## src/rtl/mem_access_unit.sv

```systemverilog
// ============================================================================
// mem_access_unit
// ----------------------------------------------------------------------------
// Multi-cycle load/store unit between the MEM pipeline stage and a data
// memory bus with wait states. One access is accepted per request handshake.
// The unit checks alignment, drives byte-lane selects and lane-positioned
// store data, waits for the memory ack, and returns formatted load data or
// an exception flag through a response handshake. A bus timeout, a flush
// (cancel) input and response back-pressure are supported.
//
// Ports
//   clk, rst            clock (rising edge), asynchronous active-high reset
//   req_valid/req_ready request handshake (ready only while idle)
//   opcode, addr, wdata access type, byte address, right-justified store data
//   flush               cancel the in-flight or pending access
//   resp_valid/ready    response handshake
//   resp_rdata          formatted load data (0 for stores and exceptions)
//   adel, ades, buserr  load/store address error, ack timeout
//   badvaddr            faulting address when any flag is set, else 0
//   mem_en/we/sel/addr/wdata   bus request towards data memory
//   mem_rdata, mem_ack  read word and completion from data memory
//
// Opcodes use the MIPS primary opcode encoding:
//   LB=0x20 LH=0x21 LW=0x23 LBU=0x24 LHU=0x25 SB=0x28 SH=0x29 SW=0x2B
// ============================================================================
module mem_access_unit #(
    parameter int ADDR_W     = 32,
    parameter int TIMEOUT_W  = 8,
    parameter bit SEXT_SB_EN = 1'b0
) (
    input  logic              clk,
    input  logic              rst,
    input  logic              req_valid,
    output logic              req_ready,
    input  logic [5:0]        opcode,
    input  logic [ADDR_W-1:0] addr,
    input  logic [31:0]       wdata,
    input  logic              flush,
    output logic              resp_valid,
    input  logic              resp_ready,
    output logic [31:0]       resp_rdata,
    output logic              adel,
    output logic              ades,
    output logic              buserr,
    output logic [ADDR_W-1:0] badvaddr,
    output logic              mem_en,
    output logic              mem_we,
    output logic [3:0]        mem_sel,
    output logic [ADDR_W-1:0] mem_addr,
    output logic [31:0]       mem_wdata,
    input  logic [31:0]       mem_rdata,
    input  logic              mem_ack
);

    localparam logic [5:0] OP_LB  = 6'h20;
    localparam logic [5:0] OP_LH  = 6'h21;
    localparam logic [5:0] OP_LW  = 6'h23;
    localparam logic [5:0] OP_LBU = 6'h24;
    localparam logic [5:0] OP_LHU = 6'h25;
    localparam logic [5:0] OP_SB  = 6'h28;
    localparam logic [5:0] OP_SH  = 6'h29;
    localparam logic [5:0] OP_SW  = 6'h2B;

    localparam logic [1:0] SZ_B = 2'd0;
    localparam logic [1:0] SZ_H = 2'd1;
    localparam logic [1:0] SZ_W = 2'd2;

    typedef enum logic [1:0] {
        ST_IDLE = 2'd0,
        ST_REQ  = 2'd1,
        ST_RESP = 2'd2
    } state_t;

    state_t                state_reg;
    logic [ADDR_W-1:0]     addr_reg;
    logic [1:0]            size_reg;
    logic                  signed_reg;
    logic                  load_reg;
    logic                  cancel_reg;
    logic [TIMEOUT_W-1:0]  cnt_reg;

    // ------------------------------------------------------------------
    // Opcode decode (from the live request inputs)
    // ------------------------------------------------------------------
    logic       dec_load;
    logic       dec_store;
    logic       dec_signed;
    logic       dec_known;
    logic [1:0] dec_size;
    logic       dec_misaligned;

    always_comb begin
        dec_load   = 1'b0;
        dec_store  = 1'b0;
        dec_signed = 1'b0;
        dec_known  = 1'b1;
        dec_size   = SZ_B;
        case (opcode)
            OP_LB:  begin dec_load  = 1'b1; dec_size = SZ_B; dec_signed = 1'b1; end
            OP_LBU: begin dec_load  = 1'b1; dec_size = SZ_B; end
            OP_LH:  begin dec_load  = 1'b1; dec_size = SZ_H; dec_signed = 1'b1; end
            OP_LHU: begin dec_load  = 1'b1; dec_size = SZ_H; end
            OP_LW:  begin dec_load  = 1'b1; dec_size = SZ_W; end
            OP_SB:  begin dec_store = 1'b1; dec_size = SZ_B; end
            OP_SH:  begin dec_store = 1'b1; dec_size = SZ_H; end
            OP_SW:  begin dec_store = 1'b1; dec_size = SZ_W; end
            default: dec_known = 1'b0;
        endcase
        // Byte accesses can never be misaligned; unknown opcodes decode as bytes.
        dec_misaligned = ((dec_size == SZ_H) && addr[0]) ||
                         ((dec_size == SZ_W) && (addr[1:0] != 2'b00));
    end

    // ------------------------------------------------------------------
    // Per-lane store data / select, and read lane extraction
    // ------------------------------------------------------------------
    logic [3:0]  st_sel;
    logic [31:0] st_wdata;
    logic [7:0]  rd_lane [4];

    genvar gi;
    generate
        for (gi = 0; gi < 4; gi++) begin : g_lane
            localparam logic [1:0] LANE = 2'(gi);
            logic       own;
            logic [7:0] own_byte;
            logic [7:0] fill_byte;

            always_comb begin
                own       = 1'b1;
                own_byte  = wdata[8*gi +: 8];
                fill_byte = wdata[8*gi +: 8];
                case (dec_size)
                    SZ_B: begin
                        own       = (addr[1:0] == LANE);
                        own_byte  = wdata[7:0];
                        fill_byte = SEXT_SB_EN ? {8{wdata[7]}} : wdata[7:0];
                    end
                    SZ_H: begin
                        own       = (addr[1] == LANE[1]);
                        own_byte  = LANE[0] ? wdata[15:8] : wdata[7:0];
                        fill_byte = SEXT_SB_EN ? {8{wdata[15]}} : own_byte;
                    end
                    default: begin
                        own       = 1'b1;
                        own_byte  = wdata[8*gi +: 8];
                        fill_byte = wdata[8*gi +: 8];
                    end
                endcase
            end

            assign st_sel[gi]          = own;
            assign st_wdata[8*gi +: 8] = own ? own_byte : fill_byte;
            assign rd_lane[gi]         = mem_rdata[8*gi +: 8];
        end
    endgenerate

    // ------------------------------------------------------------------
    // Load formatting from the registered access type and address
    // ------------------------------------------------------------------
    logic [7:0]  ld_byte;
    logic [15:0] ld_half;
    logic [31:0] ld_data;

    always_comb begin
        ld_byte = rd_lane[addr_reg[1:0]];
        ld_half = addr_reg[1] ? mem_rdata[31:16] : mem_rdata[15:0];
        case (size_reg)
            SZ_B:    ld_data = {{24{signed_reg & ld_byte[7]}}, ld_byte};
            SZ_H:    ld_data = {{16{signed_reg & ld_half[15]}}, ld_half};
            default: ld_data = mem_rdata;
        endcase
    end

    logic cancel_now;
    assign cancel_now = cancel_reg | flush;

    // ------------------------------------------------------------------
    // Control FSM with registered outputs
    // ------------------------------------------------------------------
    always_ff @(posedge clk or posedge rst) begin
        if (rst) begin
            state_reg  <= ST_IDLE;
            addr_reg   <= '0;
            size_reg   <= SZ_B;
            signed_reg <= 1'b0;
            load_reg   <= 1'b0;
            cancel_reg <= 1'b0;
            cnt_reg    <= '0;
            req_ready  <= 1'b1;
            resp_valid <= 1'b0;
            resp_rdata <= '0;
            adel       <= 1'b0;
            ades       <= 1'b0;
            buserr     <= 1'b0;
            badvaddr   <= '0;
            mem_en     <= 1'b0;
            mem_we     <= 1'b0;
            mem_sel    <= '0;
            mem_addr   <= '0;
            mem_wdata  <= '0;
        end else begin
            case (state_reg)
                ST_IDLE: begin
                    // A flush in the same cycle suppresses acceptance.
                    if (req_valid && req_ready && !flush) begin
                        addr_reg   <= addr;
                        size_reg   <= dec_size;
                        signed_reg <= dec_signed;
                        load_reg   <= dec_load;
                        req_ready  <= 1'b0;
                        if (dec_known && !dec_misaligned) begin
                            state_reg  <= ST_REQ;
                            cancel_reg <= 1'b0;
                            // Counter counts REQ cycles including the current one.
                            cnt_reg    <= TIMEOUT_W'(1);
                            mem_en     <= 1'b1;
                            mem_we     <= dec_store;
                            mem_sel    <= dec_store ? st_sel : 4'b0000;
                            mem_addr   <= {addr[ADDR_W-1:2], 2'b00};
                            mem_wdata  <= dec_store ? st_wdata : 32'h0;
                        end else begin
                            state_reg  <= ST_RESP;
                            resp_valid <= 1'b1;
                            resp_rdata <= '0;
                            adel       <= dec_load & dec_misaligned;
                            ades       <= dec_store & dec_misaligned;
                            buserr     <= 1'b0;
                            badvaddr   <= dec_misaligned ? addr : '0;
                        end
                    end
                end

                ST_REQ: begin
                    cancel_reg <= cancel_now;
                    // Ack is checked first so a simultaneous ack beats the timeout.
                    if (mem_ack || (cnt_reg == {TIMEOUT_W{1'b1}})) begin
                        mem_en     <= 1'b0;
                        mem_we     <= 1'b0;
                        mem_sel    <= '0;
                        cnt_reg    <= '0;
                        if (cancel_now) begin
                            state_reg  <= ST_IDLE;
                            cancel_reg <= 1'b0;
                            req_ready  <= 1'b1;
                        end else begin
                            state_reg  <= ST_RESP;
                            resp_valid <= 1'b1;
                            adel       <= 1'b0;
                            ades       <= 1'b0;
                            if (mem_ack) begin
                                resp_rdata <= load_reg ? ld_data : 32'h0;
                                buserr     <= 1'b0;
                                badvaddr   <= '0;
                            end else begin
                                resp_rdata <= '0;
                                buserr     <= 1'b1;
                                badvaddr   <= addr_reg;
                            end
                        end
                    end else begin
                        cnt_reg <= cnt_reg + 1'b1;
                    end
                end

                ST_RESP: begin
                    // Flush discards the held response just like a consume.
                    if (resp_ready || flush) begin
                        state_reg  <= ST_IDLE;
                        req_ready  <= 1'b1;
                        resp_valid <= 1'b0;
                        resp_rdata <= '0;
                        adel       <= 1'b0;
                        ades       <= 1'b0;
                        buserr     <= 1'b0;
                        badvaddr   <= '0;
                    end
                end

                default: begin
                    state_reg  <= ST_IDLE;
                    req_ready  <= 1'b1;
                    resp_valid <= 1'b0;
                    mem_en     <= 1'b0;
                    mem_we     <= 1'b0;
                    mem_sel    <= '0;
                end
            endcase
        end
    end

endmodule

```

## config.mk

```make
export PLATFORM = sky130hd
export DESIGN_NAME = mem_access_unit
export DESIGN_NICKNAME = d
export VERILOG_FILES = /design/src/rtl/mem_access_unit.sv
export SDC_FILE = /design/constraint.sdc
export NUM_CORES = 1
export LEC_CHECK = 0
export ABC_AREA = 1
export BUFFER_PORTS_ARGS = -buffer_cell sky130_fd_sc_hd__clkbuf_2
export CAP_MARGIN = 10
export CORE_MARGIN = 2
export CORE_UTILIZATION = 31
export CTS_CLUSTER_SIZE = 24
export DETAILED_ROUTE_END_ITERATION = 8
export MAX_ROUTING_LAYER = met4
export PLACE_DENSITY = 0.59
export SYNTH_ARGS = -nofsm -noshare
export SYNTH_HDL_FRONTEND = slang
export SYNTH_SLANG_ARGS = --single-unit
```

## constraint.sdc

```tcl
create_clock -name clk -period 7.8 [get_ports clk]
set_clock_uncertainty 0.1 [all_clocks]
set_input_delay 1.17 -clock clk [delete_from_list [all_inputs] [get_ports clk]]
set_output_delay 1.17 -clock clk [all_outputs]
set_load 0.02 [all_outputs]
```

# --- Word-level counts from Yosys, hierarchy flattened ---
# Index checks and enable logic that the tools add are counted.
totals:
  register_bits: 184
  input_bits: 108
  output_inout_bits: 139
  wordCells: 169
op_classes:
  add_sub_neg: 1
  magnitude_cmp: 1
  n_eq_ne: 24
  mux: 84
  bitwise_logic: 8
  reduce_logical: 32
ops:
  columns: ["operator", "n"]
  rows:
  - ["32-bit two-way mux", 14]
  - ["32-bit one-hot mux with 3 select lines", 2]
  - ["32-bit one-hot mux with 2 select lines", 1]
  - ["8-bit two-way mux", 7]
  - ["6-bit == test (second input constant)", 8]
  - ["1-bit two-way mux", 32]
  - ["8-bit one-hot mux with 2 select lines", 2]
  - ["1-bit one-hot mux with 3 select lines", 7]
  - ["8-bit binary-select mux with 2-bit select", 1]
  - ["16-bit two-way mux", 1]
  - ["4-bit two-way mux", 4]
  - ["2-bit inequality test (second input constant)", 7]
  - ["4-bit one-hot mux with 3 select lines", 1]
  - ["2-bit two-way mux", 5]
  - ["1-bit one-hot mux with 2 select lines", 5]
  - ["3-bit AND reduction", 3]
  - ["8-bit by 1-bit adder with 8-bit output (second input constant)", 1]
  - ["2-bit by 1-bit == test with 1-bit output (second input constant)", 4]
  - ["2-bit == test (second input constant)", 4]
  - ["8-bit == test (second input constant)", 1]
  - ["2-bit zero test", 4]
  - ["4-bit AND reduction", 2]
  - ["8-bit OR reduction", 1]
  - ["2-bit one-hot mux with 3 select lines", 1]
  - ["17 further kinds", 32]

# --- Logic depth before layout (Yosys ltp) ---
# Gate-level depths: netlist of run 1.
depth:
  ltp_word: 11
  ltp_mapped: 13
  depth_no_buf: 11

# --- Worst setup path before layout of run 1 ---
# No wires, ideal clock.
synth_path:
  kind: "in2reg"
  from: "input opcode[2]"
  to: "register resp_rdata[10]"
  setup_ps: 116
  arrival_time_ps: 2365
  required_ps: 7584
  path_slack_ps: 5219
  path_stages: 11
  path_buffers: 3
  path_cell_list: "inv_1 -> nand3_1 -> nor2_2 -> buf_4 -> nand2_4 -> nand4_2 -> nand4_1 -> buf_4 -> buf_2 -> nand2_1 -> nand2_1"
synth_between:
  elab_chain_cells: 10
  word_cells_on_any_way: 22
  classes_between: "eq/ne: 11; mux: 2; reduce/logical: 9"
synth_lines:
  columns: ["element", "line_no", "rtl"]
  rows:
  - ["from (decl)", "35", "input logic [5:0] opcode,"]
  - ["6-bit == test", "98", "case (opcode)"]
  - ["3-bit OR reduction (no line) or 2-bit OR reduction (tied branches)", null, null]
  - ["2-bit one-hot mux with 2 select lines", "98", null]
  - ["2-bit by 1-bit == test with 1-bit output or 2-bit == test (tied branches)", "110, 111", null]
  - ["1-bit logical AND (on tied branches)", "110, 111", null]
  - ["1-bit logical OR", "110", "dec_misaligned = ((dec_size == SZ_H) && addr[0]) ||"]
  - ["1-bit zero test", "212", "if (dec_known && !dec_misaligned) begin"]
  - ["1-bit logical AND *", "212", null]
  - ["2-bit inequality test (no line) *", null, null]
  - ["6-bit AND reduction (no line) *", null, null]
  - ["to (signal assigned)", "252", "resp_rdata <= load_reg ? ld_data : 32'h0;"]
  - ["to (decl)", "41", "output logic [31:0] resp_rdata,"]
# Mark *: on every way between the ends. The rest lies on a longest branch, timed or not.
# A chain may end at the register's enable or synchronous reset.

# --- Worst setup path after layout of run 1 ---
layout_path:
  from: "input opcode[2]"
  to: "register cnt_reg[6]"
layout_between:
  elab_chain_cells: 10
  word_cells_on_any_way: 22
  classes_between: "eq/ne: 11; mux: 2; reduce/logical: 9"
layout_lines:
  columns: ["element", "line_no", "rtl"]
  rows:
  - ["6-bit == test", "98", null]
  - ["3-bit OR reduction (no line) or 2-bit OR reduction (tied branches)", null, null]
  - ["2-bit one-hot mux with 2 select lines", "98", null]
  - ["2-bit by 1-bit == test with 1-bit output or 2-bit == test (tied branches)", "110, 111", null]
  - ["1-bit logical AND (on tied branches)", "110, 111", null]
  - ["1-bit logical OR", "110", null]
  - ["1-bit zero test", "212", null]
  - ["1-bit logical AND *", "212", null]
  - ["2-bit inequality test (no line) *", null, null]
  - ["3-bit AND reduction (no line) *", null, null]
  - ["to (signal assigned)", "262", "cnt_reg <= cnt_reg + 1'b1;"]
  - ["to (decl)", "80", "logic [TIMEOUT_W-1:0] cnt_reg;"]
# Marks and branches as above.

==> results of run 1 <==
## path summary, 6_finish.rpt
kind                                endpoint  depth (start not counted)
worst max-delay path              cnt_reg[6]                         13
worst min-delay path            addr_reg[15]                          2
worst max register to register    cnt_reg[6]                         11
worst min register to register  addr_reg[15]                          2
max in group asynchronous        mem_addr[5]                          3
min in group asynchronous        badvaddr[9]                          2
## cell families after synthesis
group	share of synthesized area, %
DFF	51.6
adders and majority gates	0.561
other	0.0420
AOI/OAI and AO/OA	7.18
buffers and inverters	5.74
xor gates and xnor gates	0.393
and+or+nand+nor	32.8
muxes	1.64
## stage by stage
| step | setup slack [ps] | hold WS, ps |
|---|---|---|
| 3_5_place_dp | 3470 | 358 |
| 5_1_grt | 3580 | 396 |
| 2_1_floorplan | 1530 | 342 |
| 4_1_cts | 3910 | 377 |
| 3_3_place_gp | 3580 | 353 |
| 6_report | 3940 | 374 |
## area by class of cell
| class | count | area [um^2] |
|---|---|---|
| inverters | 49 | 194 |
| fillers | 3107 | 17600 |
| repair buffers | 253 | 1290 |
| clock inverters | 15 | 184 |
| multi-input cells | 874 | 3810 |
| clock buffers | 17 | 425 |
| well taps | 384 | 480 |
| flip-flops and latches | 184 | 4610 |
## report_power, final
group / total (uW) / switching [uW] / internal [uW]
registers: 1280 / 140 / 1140
clock network: 917 / 429 / 489
logic: 994 / 722 / 272
total: 3190 / 1290 / 1900
## worst max-delay path: cells and delay by family
kind,cells,cell delay [ps]
compound gates,1,80
simple gates,7,1870
buf+inv,5,950
## routing by layer
metal | up-vias | GRT usage [%] | wire length, um
li1 | 4098 | - | -
met1 | 3963 | 27.3 | 13600
met2 | 295 | 30.3 | 12900
met3 | 30 | 3.64 | 1730
met4 | 0 | 5.04 | 404
met5 | - | - | 0
## layout by cell type, fill, tap and decap left out, drive strengths merged, types with 3 or more instances in the layout
master    n
ha        4
a21oi    23
dfrtp   183
buf       9
nor3      3
nand3    86
clkbuf  261
o21ai    97
clkinv    5
inv      55
nand2   587
mux2     13
nor2     47
==> results.md, run 1 <==
* Status: finished clean
* Final HPWL DP at 19,700 um
* CTS Root Cell: clkbuf_16
* Post-synth top flop: dfrtp_1
* Initial antenna violation count at 0
* Via/cell ratio at ~4.7
* Via count at 8,386
* Antenna viol nets, final at 0
* CTS H-Tree Depth at 4
* Pwr per Cell Area at 290 mW/mm^2
* VDD IR-drop max at 0.364 mV
* Min-Delay Startpoint: addr_reg[15]
* Final setup fails at 0
* Final Max Slew Viols at 0
* CTS Buffer Depth at 2
* Fin. Hold Viols at 0
* Nets@finish at 1,491
* Post-CTS resize count at 0
* Cts-stage hold buffer count at 0
* First-pass GRT wire length at 45,900 um
* Tightest Hold Check Type: reg -> reg
* Max Cap Viol at 0
* Synth top cells by count: 581 x nand2_1, 183 x dfrtp_1, 92 x o21ai_0
* Critical path peak fanout at 73
* Number of synthesized flops with an enable pin at 0
* GRT overflow at 0
* Worst-margin pin slew at 1240 ps
* Die height at 174 um
* Reg2reg start: state_reg[0]
* Initial Util at 31.2%
* R2R setup slack at 4240 ps
* Top cell type's share of synthesized area at 51.3%
* Cell Chain, Critical Path: clkbuf_2 > inv_1 > nand3_1 > nor2_2 > buf_4 > inv_2 > nand2_1 > nand3_2 > nor2_8 > inv_4 > nand2_2 > nand2_1 > o21ai_1
* Worst-Skew Late Latency at 430 ps
* Ratio of cells with drive above 1 in the final layout at about a quarter
* Port bufs at 244
* Clock-pin slew on the worst setup and hold paths at 70 ps
* Largest net degree at the start of global routing at 106
* LEAKAGE at ~0.0062 uW
* # rows at 62
* GP Congestion at 0.886
* Vias in the first global route at 8,194
* Number of remaining DRC errors at 0
* Register area share after synthesis at 51.6%
* Tot GR Track Use at 19.8%
* Worst slew margin at 17.5%
* Min Tclk post-route at slightly below 4000 ps
* Mapped Cells at 1,167
* Count of unique library cells instantiated by Yosys at 39
* CTS tree: yes
* Synth async-reset ratio at 100%
* Fmax at 259 MHz
* Critical Path Source: opcode[2]
* Fin util at 38.5%
* Setup crit end kind: register
* Fin crit share at about half
* Die width at roughly 170 um
* CP max-delay cell: nor2_8
* Post-CTS Setup Inserts at 0
* Crit path kind: in -> reg
* Worst Setup Start Kind: primary input
* Yosys Warn Count at 0
* TritonRoute pass-1 iters at 7
* Layout Cells excl Fill at 1,776
* Clk sink count at roughly 180
* Synthesized area at 0.00892 mm^2
* Synth area leaders: dfrtp_1 51%, nand2_1 24%, o21ai_0 5.2%
* Syn Area/Cell at ~7.6 um^2
* Critical path arrival at 4090 ps
* Largest stage delay, worst path at between 600 and 700 ps
* Die ar. at 0.0301 mm^2
* Placed insts at 1,744
* Drt total wl at 28,700 um
* Most common cell in the netlist: nand2_1
* IO Count at 247
* CP most frequent cell: nand2_1
* Area Growth Syn to Fin at 23.2%
* Cell taking the most area after synthesis: dfrtp_1
* Req. time, crit path at between 8000 and 9000 ps
* Yosys reg bits at 184
* Design Area, Final at 0.0110 mm^2
* Dpl cell area at a little over 0.01 mm^2
* Initial DRC count at 526
* Setup TNS at 0 ps
* Core box area at about 0.029 mm^2
* RSZ-0062 raised after global routing: no
* Routed WL per cell at 16.1 um
* Final Power at 3190 uW
* Antenna Cells at 0
* CTS buffer count at 17
No activity file was read; power rests on OpenSTA's default activity.
==> inputs of run 2 (changes only) <==
==> constraint.sdc (replaced) <==
create_clock -name clk -period 3.9 [get_ports clk]
set_clock_uncertainty 0.1 [all_clocks]
set_input_delay 0.585 -clock clk [delete_from_list [all_inputs] [get_ports clk]]
set_output_delay 0.585 -clock clk [all_outputs]
set_load 0.02 [all_outputs]
==> run 2 against run 1 <==
Cell area up 0.74%. Sequential share of layout area is 0.31 points lower. Clock power is 92% higher. Register-to-register slack got worse by 2900 ps. Critical path type is now reg -> reg. Largest cell class unchanged.
==> results.md, run 2 (same netlist as run 1, synthesis figures left out) <==
* Number of remaining DRC errors at 0
* GRT overflow at 0
* Setup crit end kind: register
* Core box area at between 0.02 and 0.03 mm^2
* LEAKAGE at 0.00619 uW
* Reg2reg path depth at 12
* Most frequent cells in the layout: 581 x nand2_1, 244 x clkbuf_2, 183 x dfrtp_1
* Worst Setup Start Kind: register
* CTS Root Cell: clkbuf_16
* Final Max Slew Viols at 0
* Crit path kind: reg -> reg
* Final HPWL DP at 19,900 um
* Critical Path Source: size_reg[1]
* Clock-pin slew on the worst setup and hold paths at about 80 ps
* Pwr per Cell Area at slightly below 600 mW/mm^2
* GP Congestion at 0.870
* Routed WL per cell at roughly 16 um
* # rows at 62
* Worst-Skew Late Latency at 430 ps
* Via count at between 8,000 and 9,000
* Fmax at approximately 380 MHz
* Via/cell ratio at 4.75
* Comb pwr share at 32.7%
* Tot GR Track Use at 20.0%
* Setup TNS at 0 ps
* RSZ-0062 raised after global routing: no
* CTS Buffer Depth at 2
* End of the critical path: resp_rdata[17]
* Critical path peak fanout at 30
* Initial DRC count at 574
* TritonRoute pass-1 iters at 7
* Final setup fails at 0
* Nets@finish at 1,500
* Area Growth Syn to Fin at 24.1%
* Clk sink count at 184
* CTS tree: yes
* Worst slew margin at 45.6%
* Dpl cell area at roughly 0.010 mm^2
* Req. time, crit path at 4170 ps
* Commonest non-fill, non-tap cell in the layout: nand2_1
* Port bufs at 244
* Die height at 174 um
* Cts-stage hold buffer count at 0
* Largest net degree at the start of global routing at 74
* R2R setup slack at about 1300 ps
* CTS H-Tree Depth at 4
* Critical path arrival at 2870 ps
* Internal power at 3790 uW
* Psw at 2610 uW
* Clock network power share at roughly 28%
* Initial Util at between 30 and 40%
* R2r endpoint: resp_rdata[17]
* Drt total wl at 29,000 um
* Antenna viol nets, final at 0
* Layout Cells excl Fill at 1,785
* Vias in the first global route at 8,154
* Post-CTS Setup Inserts at 0
* Worst-margin pin slew at 817 ps
* Fin. Hold Viols at 0
* Status: finished clean
* VDD IR-drop max at 0.324 mV
* First-pass GRT wire length at 46,200 um
* IO Count at 247
* Ratio of cells with drive above 1 in the final layout at 23.7%
* Max Cap Viol at 0
* Switching Fraction at 40.8%
* Placed insts at roughly 1,800
* Fin crit share at 66.7%
* Tightest Hold Check Type: in -> async
* Die ar. at 0.0301 mm^2
* Design Area, Final at 0.0111 mm^2
* CTS buffer count at 17
* Seq pwr share at 39.8%
* Die width at 174 um
* Initial antenna violation count at 1
* Fin util at 38.8%
* Post-CTS resize count at 0
* Reg2reg start: size_reg[1]
* Min Tclk post-route at ~2600 ps
-- run 2: how the worst min path moves through the flow --
stage            startpoint        endpoint  slack, ps  depth (start not counted)
2_1_floorplan  addr_reg[10]    addr_reg[10]        340                          2
3_3_place_gp    addr_reg[4]     addr_reg[4]        350                          2
3_5_place_dp   addr_reg[25]    addr_reg[25]        360                          2
4_1_cts                 rst  resp_rdata[16]        150                          2
5_1_grt                 rst  resp_rdata[16]        170                          2
6_report                rst  resp_rdata[22]        150                          2
-- run 2: area by class of cell --
cell class | instances | area [um^2]
fillers | 3124 | 17500
inverters | 49 | 190
diodes | 1 | 2.50
clock inverters | 14 | 156
clock buffers | 17 | 425
flip-flops and latches | 184 | 4610
repair buffers | 262 | 1390
well taps | 384 | 480
multi-input cells | 874 | 3820
-- run 2: critical path: stages, from the launching register on --
cell,delay [ps]
dfrtp_1,580
inv_1,110
buf_4,290
nand2_2,210
nor2_4,220
nand2_1,80
nand2_1,110
nand2_2,150
nand2_1,110
o21ai_2,210
nor2_1,210
nand2_1,70
nand2_1,70
-- run 2: power by group through the flow --
stage | sequential [uW] | combinational, uW | clock, uW
2_1_floorplan | 2720 | 1240 | 0
3_3_place_gp | 2570 | 2100 | 0
3_5_place_dp | 2580 | 2120 | 0
4_1_cts | 2540 | 2130 | 1800
5_1_grt | 2600 | 2320 | 1880
6_report | 2540 | 2090 | 1760
-- run 2: routing by layer --
metal / wire length, um / part of all wire, % / GRT usage, %
met2: 13000 / 45 / 30.3
met5: 0 / 0 / -
met4: 485 / 1.7 / 5.25
met1: 13700 / 47 / 27.8
met3: 1750 / 6.0 / 3.44
-- run 2: metrics by stage --
stage | hold slack [ps] | setup slack, ps | power (uW)
3_5_place_dp | 359 | 1080 | 4700
4_1_cts | 150 | 1280 | 6480
2_1_floorplan | 342 | 851 | 3970
5_1_grt | 172 | 1030 | 6800
3_3_place_gp | 353 | 1120 | 4670
6_report | 146 | 1300 | 6390
==> inputs of run 3 (changes only) <==
--- a/config.mk
+++ b/config.mk
@@ -5,7 +5,7 @@
 export SDC_FILE = /design/constraint.sdc
 export NUM_CORES = 1
 export LEC_CHECK = 0
-export ABC_AREA = 1
+export ABC_AREA = 0
 export BUFFER_PORTS_ARGS = -buffer_cell sky130_fd_sc_hd__clkbuf_2
 export CAP_MARGIN = 10
 export CORE_MARGIN = 2
@@ -13,7 +13,7 @@
 export CTS_CLUSTER_SIZE = 24
 export DETAILED_ROUTE_END_ITERATION = 8
 export MAX_ROUTING_LAYER = met4
-export PLACE_DENSITY = 0.59
+export PLACE_DENSITY = 0.61
 export SYNTH_ARGS = -nofsm -noshare
 export SYNTH_HDL_FRONTEND = slang
 export SYNTH_SLANG_ARGS = --single-unit
==> constraint.sdc (replaced) <==
create_clock -name clk -period 2.15 [get_ports clk]
set_clock_uncertainty 0.1 [all_clocks]
set_input_delay 0.3225 -clock clk [delete_from_list [all_inputs] [get_ports clk]]
set_output_delay 0.3225 -clock clk [all_outputs]
set_load 0.02 [all_outputs]
==> run 3 against run 2 <==
The flow now finishes with violations (negative setup slack). First-iteration DRC count did not move. Wire length fell by 9.0%. Sequential share of layout area fell by 3.6 points. Synthesized cell count fell by 29%. Global-route usage fell by 2.3 points. Largest cell class unchanged. Largest power group unchanged. Highest routed layer unchanged.
==> results.md, run 3 <==
* Setup crit end kind: register
* Drt total wl at around 26,000 um
* WHS at 21.5 ps
* Die ar. at 0.0300 mm^2
* Largest net degree at the start of global routing at 68
* Top cell type's share of synthesized area at 51.5%
* Final setup fails at 34
* Min Tclk post-route at 2180 ps
* Setup TNS at -479 ps
* # rows at 61
* Critical path peak fanout at 8
* Fmax at 458 MHz
* Die width at 173 um
* Tot GR Track Use at between 10% and 20%
* Switching Fraction at 34.6%
* First-pass GRT wire length at 40,800 um
* Vias in the first global route at 7,360
* Synth async-reset ratio at 100%
* Min-Delay Startpoint: addr[14]
* CTS buffer count at 17
* Initial Util at a little under a third
* Mapped Cells at 826
* Synth top cells by count: 183 x dfrtp_1, 171 x nand2_1, 63 x mux2_2
* Register area share after synthesis at 51.8%
* Nets@finish at 1,244
* VDD IR-drop max at 0.633 mV
* Failing checks: negative setup slack
* Final Max Slew Viols at 0
* Crit path kind: reg -> reg
* TritonRoute pass-1 iters at 5
* Pwr per Cell Area at roughly 960 mW/mm^2
* R2R setup slack at -30 ps
* Routed WL per cell at 17.3 um
* Number of remaining DRC errors at 0
* Clk sink count at 184
* Post-synth top flop: dfrtp_1
* Final HPWL DP at between 15,000 and 20,000 um
* Seq pwr share at a little under two fifths
* Internal power at 7580 uW
* Number of synthesized flops with an enable pin at 0
* WHS Path Cells at 3
* Reg2reg path depth at 8
* Most common cell in the netlist: dfrtp_1
* Initial antenna violation count at 0
* GP Congestion at 0.850
* R2r endpoint: badvaddr[25]
* Psw at 4010 uW
* Core box area at about 0.028 mm^2
* Placed insts at 1,464
* Worst slew margin at 58.2%
* Clock-pin slew on the worst setup and hold paths at 80 ps
* Yosys reg bits at 184
* Via/cell ratio at 4.87
* Comb pwr share at 34.5%
* Die height at 173 um
* Count of unique library cells instantiated by Yosys at 57
* CTS H-Tree Depth at 4
* Worst-margin pin slew at approximately 630 ps
* Ratio of cells with drive above 1 in the final layout at 41.4%
* Synthesized area at 0.00889 mm^2
* Area Growth Syn to Fin at 36.4%
* Fin crit share at 102%
* Final Power at around 12,000 uW
* CTS tree: yes
* Initial DRC count at between 500 and 600
* Reg2reg start: cnt_reg[1]
* Yosys Warn Count at 0
* Cell taking the most area after synthesis: dfrtp_1
* Max Cap Viol at 0
* Most frequent cells in the layout: 244 x clkbuf_2, 183 x dfrtp_1, 171 x nand2_1
* Port bufs at between 200 and 250
* Worst Setup Start Kind: register
* RSZ-0062 raised after global routing: yes
* IO Count at 247
* Hold path endpoint: addr_reg[14]
* Commonest non-fill, non-tap cell in the layout: clkbuf_2
* Final WS setup at -33.8 ps
* Fin. Hold Viols at 0
* Worst-Skew Late Latency at 440 ps
* Via count at 7,424
* CTS Buffer Depth at 2
* Antenna viol nets, final at 0
* Clock network power share at between 20 and 30%
* Req. time, crit path at approximately 2400 ps
* Fin util at 43.3%
* GRT overflow at 0
* LEAKAGE at 0.00615 uW
* Critical path arrival at between 2000 and 2500 ps
* Synth area leaders: dfrtp_1 52%, mux2_2 8.0%, nand2_1 7.2%
* Status: finished with violations
* Tightest Hold Check Type: in -> reg
* Layout Cells excl Fill at 1,524
* Syn Area/Cell at 10.8 um^2
* CTS Root Cell: clkbuf_16
-- run 3: cells by family (layout without fill, tap and decap cells) --
logic type | count (synthesis) | in the layout | share of synthesized area, %
simple gates | 255 | 255 | 12.9
flops | 184 | 184 | 51.8
compound gates | 176 | 176 | 14.6
mux | 125 | 125 | 16.2
buf+inv | 81 | 399 | 3.94
fa+ha+maj | 4 | 4 | 0.563
other cells | 1 | 3 | 0.0422
-- run 3: timing repair --
item / 4_1_cts / 5_1_grt
hold buffers: 16 / 0
pin swaps: 0 / 6
setup endpoints to repair: 53 / 94
resized for setup: 4 / 5
cloned: 0 / 5
setup buffers: 0 / 6
endpoints found under the hold margin: 28 / 0
-- run 3: worst max path at each step --
| stage | start | to | slack (ps) |
|---|---|---|---|
| floorplan | rst | addr_reg[0] | -640 |
| global placement | opcode[4] | badvaddr[10] | -180 |
| detailed placement | opcode[4] | badvaddr[9] | -240 |
| CTS | cnt_reg[0] | badvaddr[26] | -9 |
| global route | cnt_reg[1] | badvaddr[25] | -110 |
| finish | cnt_reg[1] | badvaddr[25] | -30 |
-- run 3: stage by stage --
step	worst slack [ps]	instance area [um^2]
global route	-107	12100
floorplan	-636	8980
detailed placement	-240	11100
finish	-33.8	12100
global placement	-182	11100
CTS	-8.66	11900
-- run 3: per-layer routing --
| layer | share of wire, % | track usage [%] | wire [um] |
|---|---|---|---|
| met2 | 46 | 26.9 | 12200 |
| met4 | 2.3 | 6.11 | 601 |
| met1 | 45 | 23.2 | 11900 |
| met3 | 6.5 | 4.30 | 1710 |
| met5 | 0 | - | 0 |
-- run 3: area by class of cell --
class	instances	area (um^2)
Inverter	21	82.6
Sequential cell	184	4610
Tap cell	378	473
Clock inverter	15	199
Timing Repair Buffer	346	2310
Antenna cell	1	2.50
Fill cell	2704	15900
Clock buffer	17	425
Multi-Input combinational cell	562	4020
-- run 3: power by group through the flow --
stage | clock network [uW] | logic [uW] | registers (uW)
finish | 3290 | 4000 | 4290
global route | 3520 | 4310 | 4370
CTS | 3390 | 3450 | 4300
detailed placement | 0 | 3410 | 4360
global placement | 0 | 3370 | 4340
floorplan | 0 | 2120 | 4550
-- run 3: worst max-delay path, cell delays in order, from the launching register on --
cell and delay [ps]:
dfrtp_1 360, ha_2 200, nand3_2 100, o21a_4 230, a221oi_4 230, o2111ai_4 170
buf_12 210, clkbuf_16 180, mux2_4 290
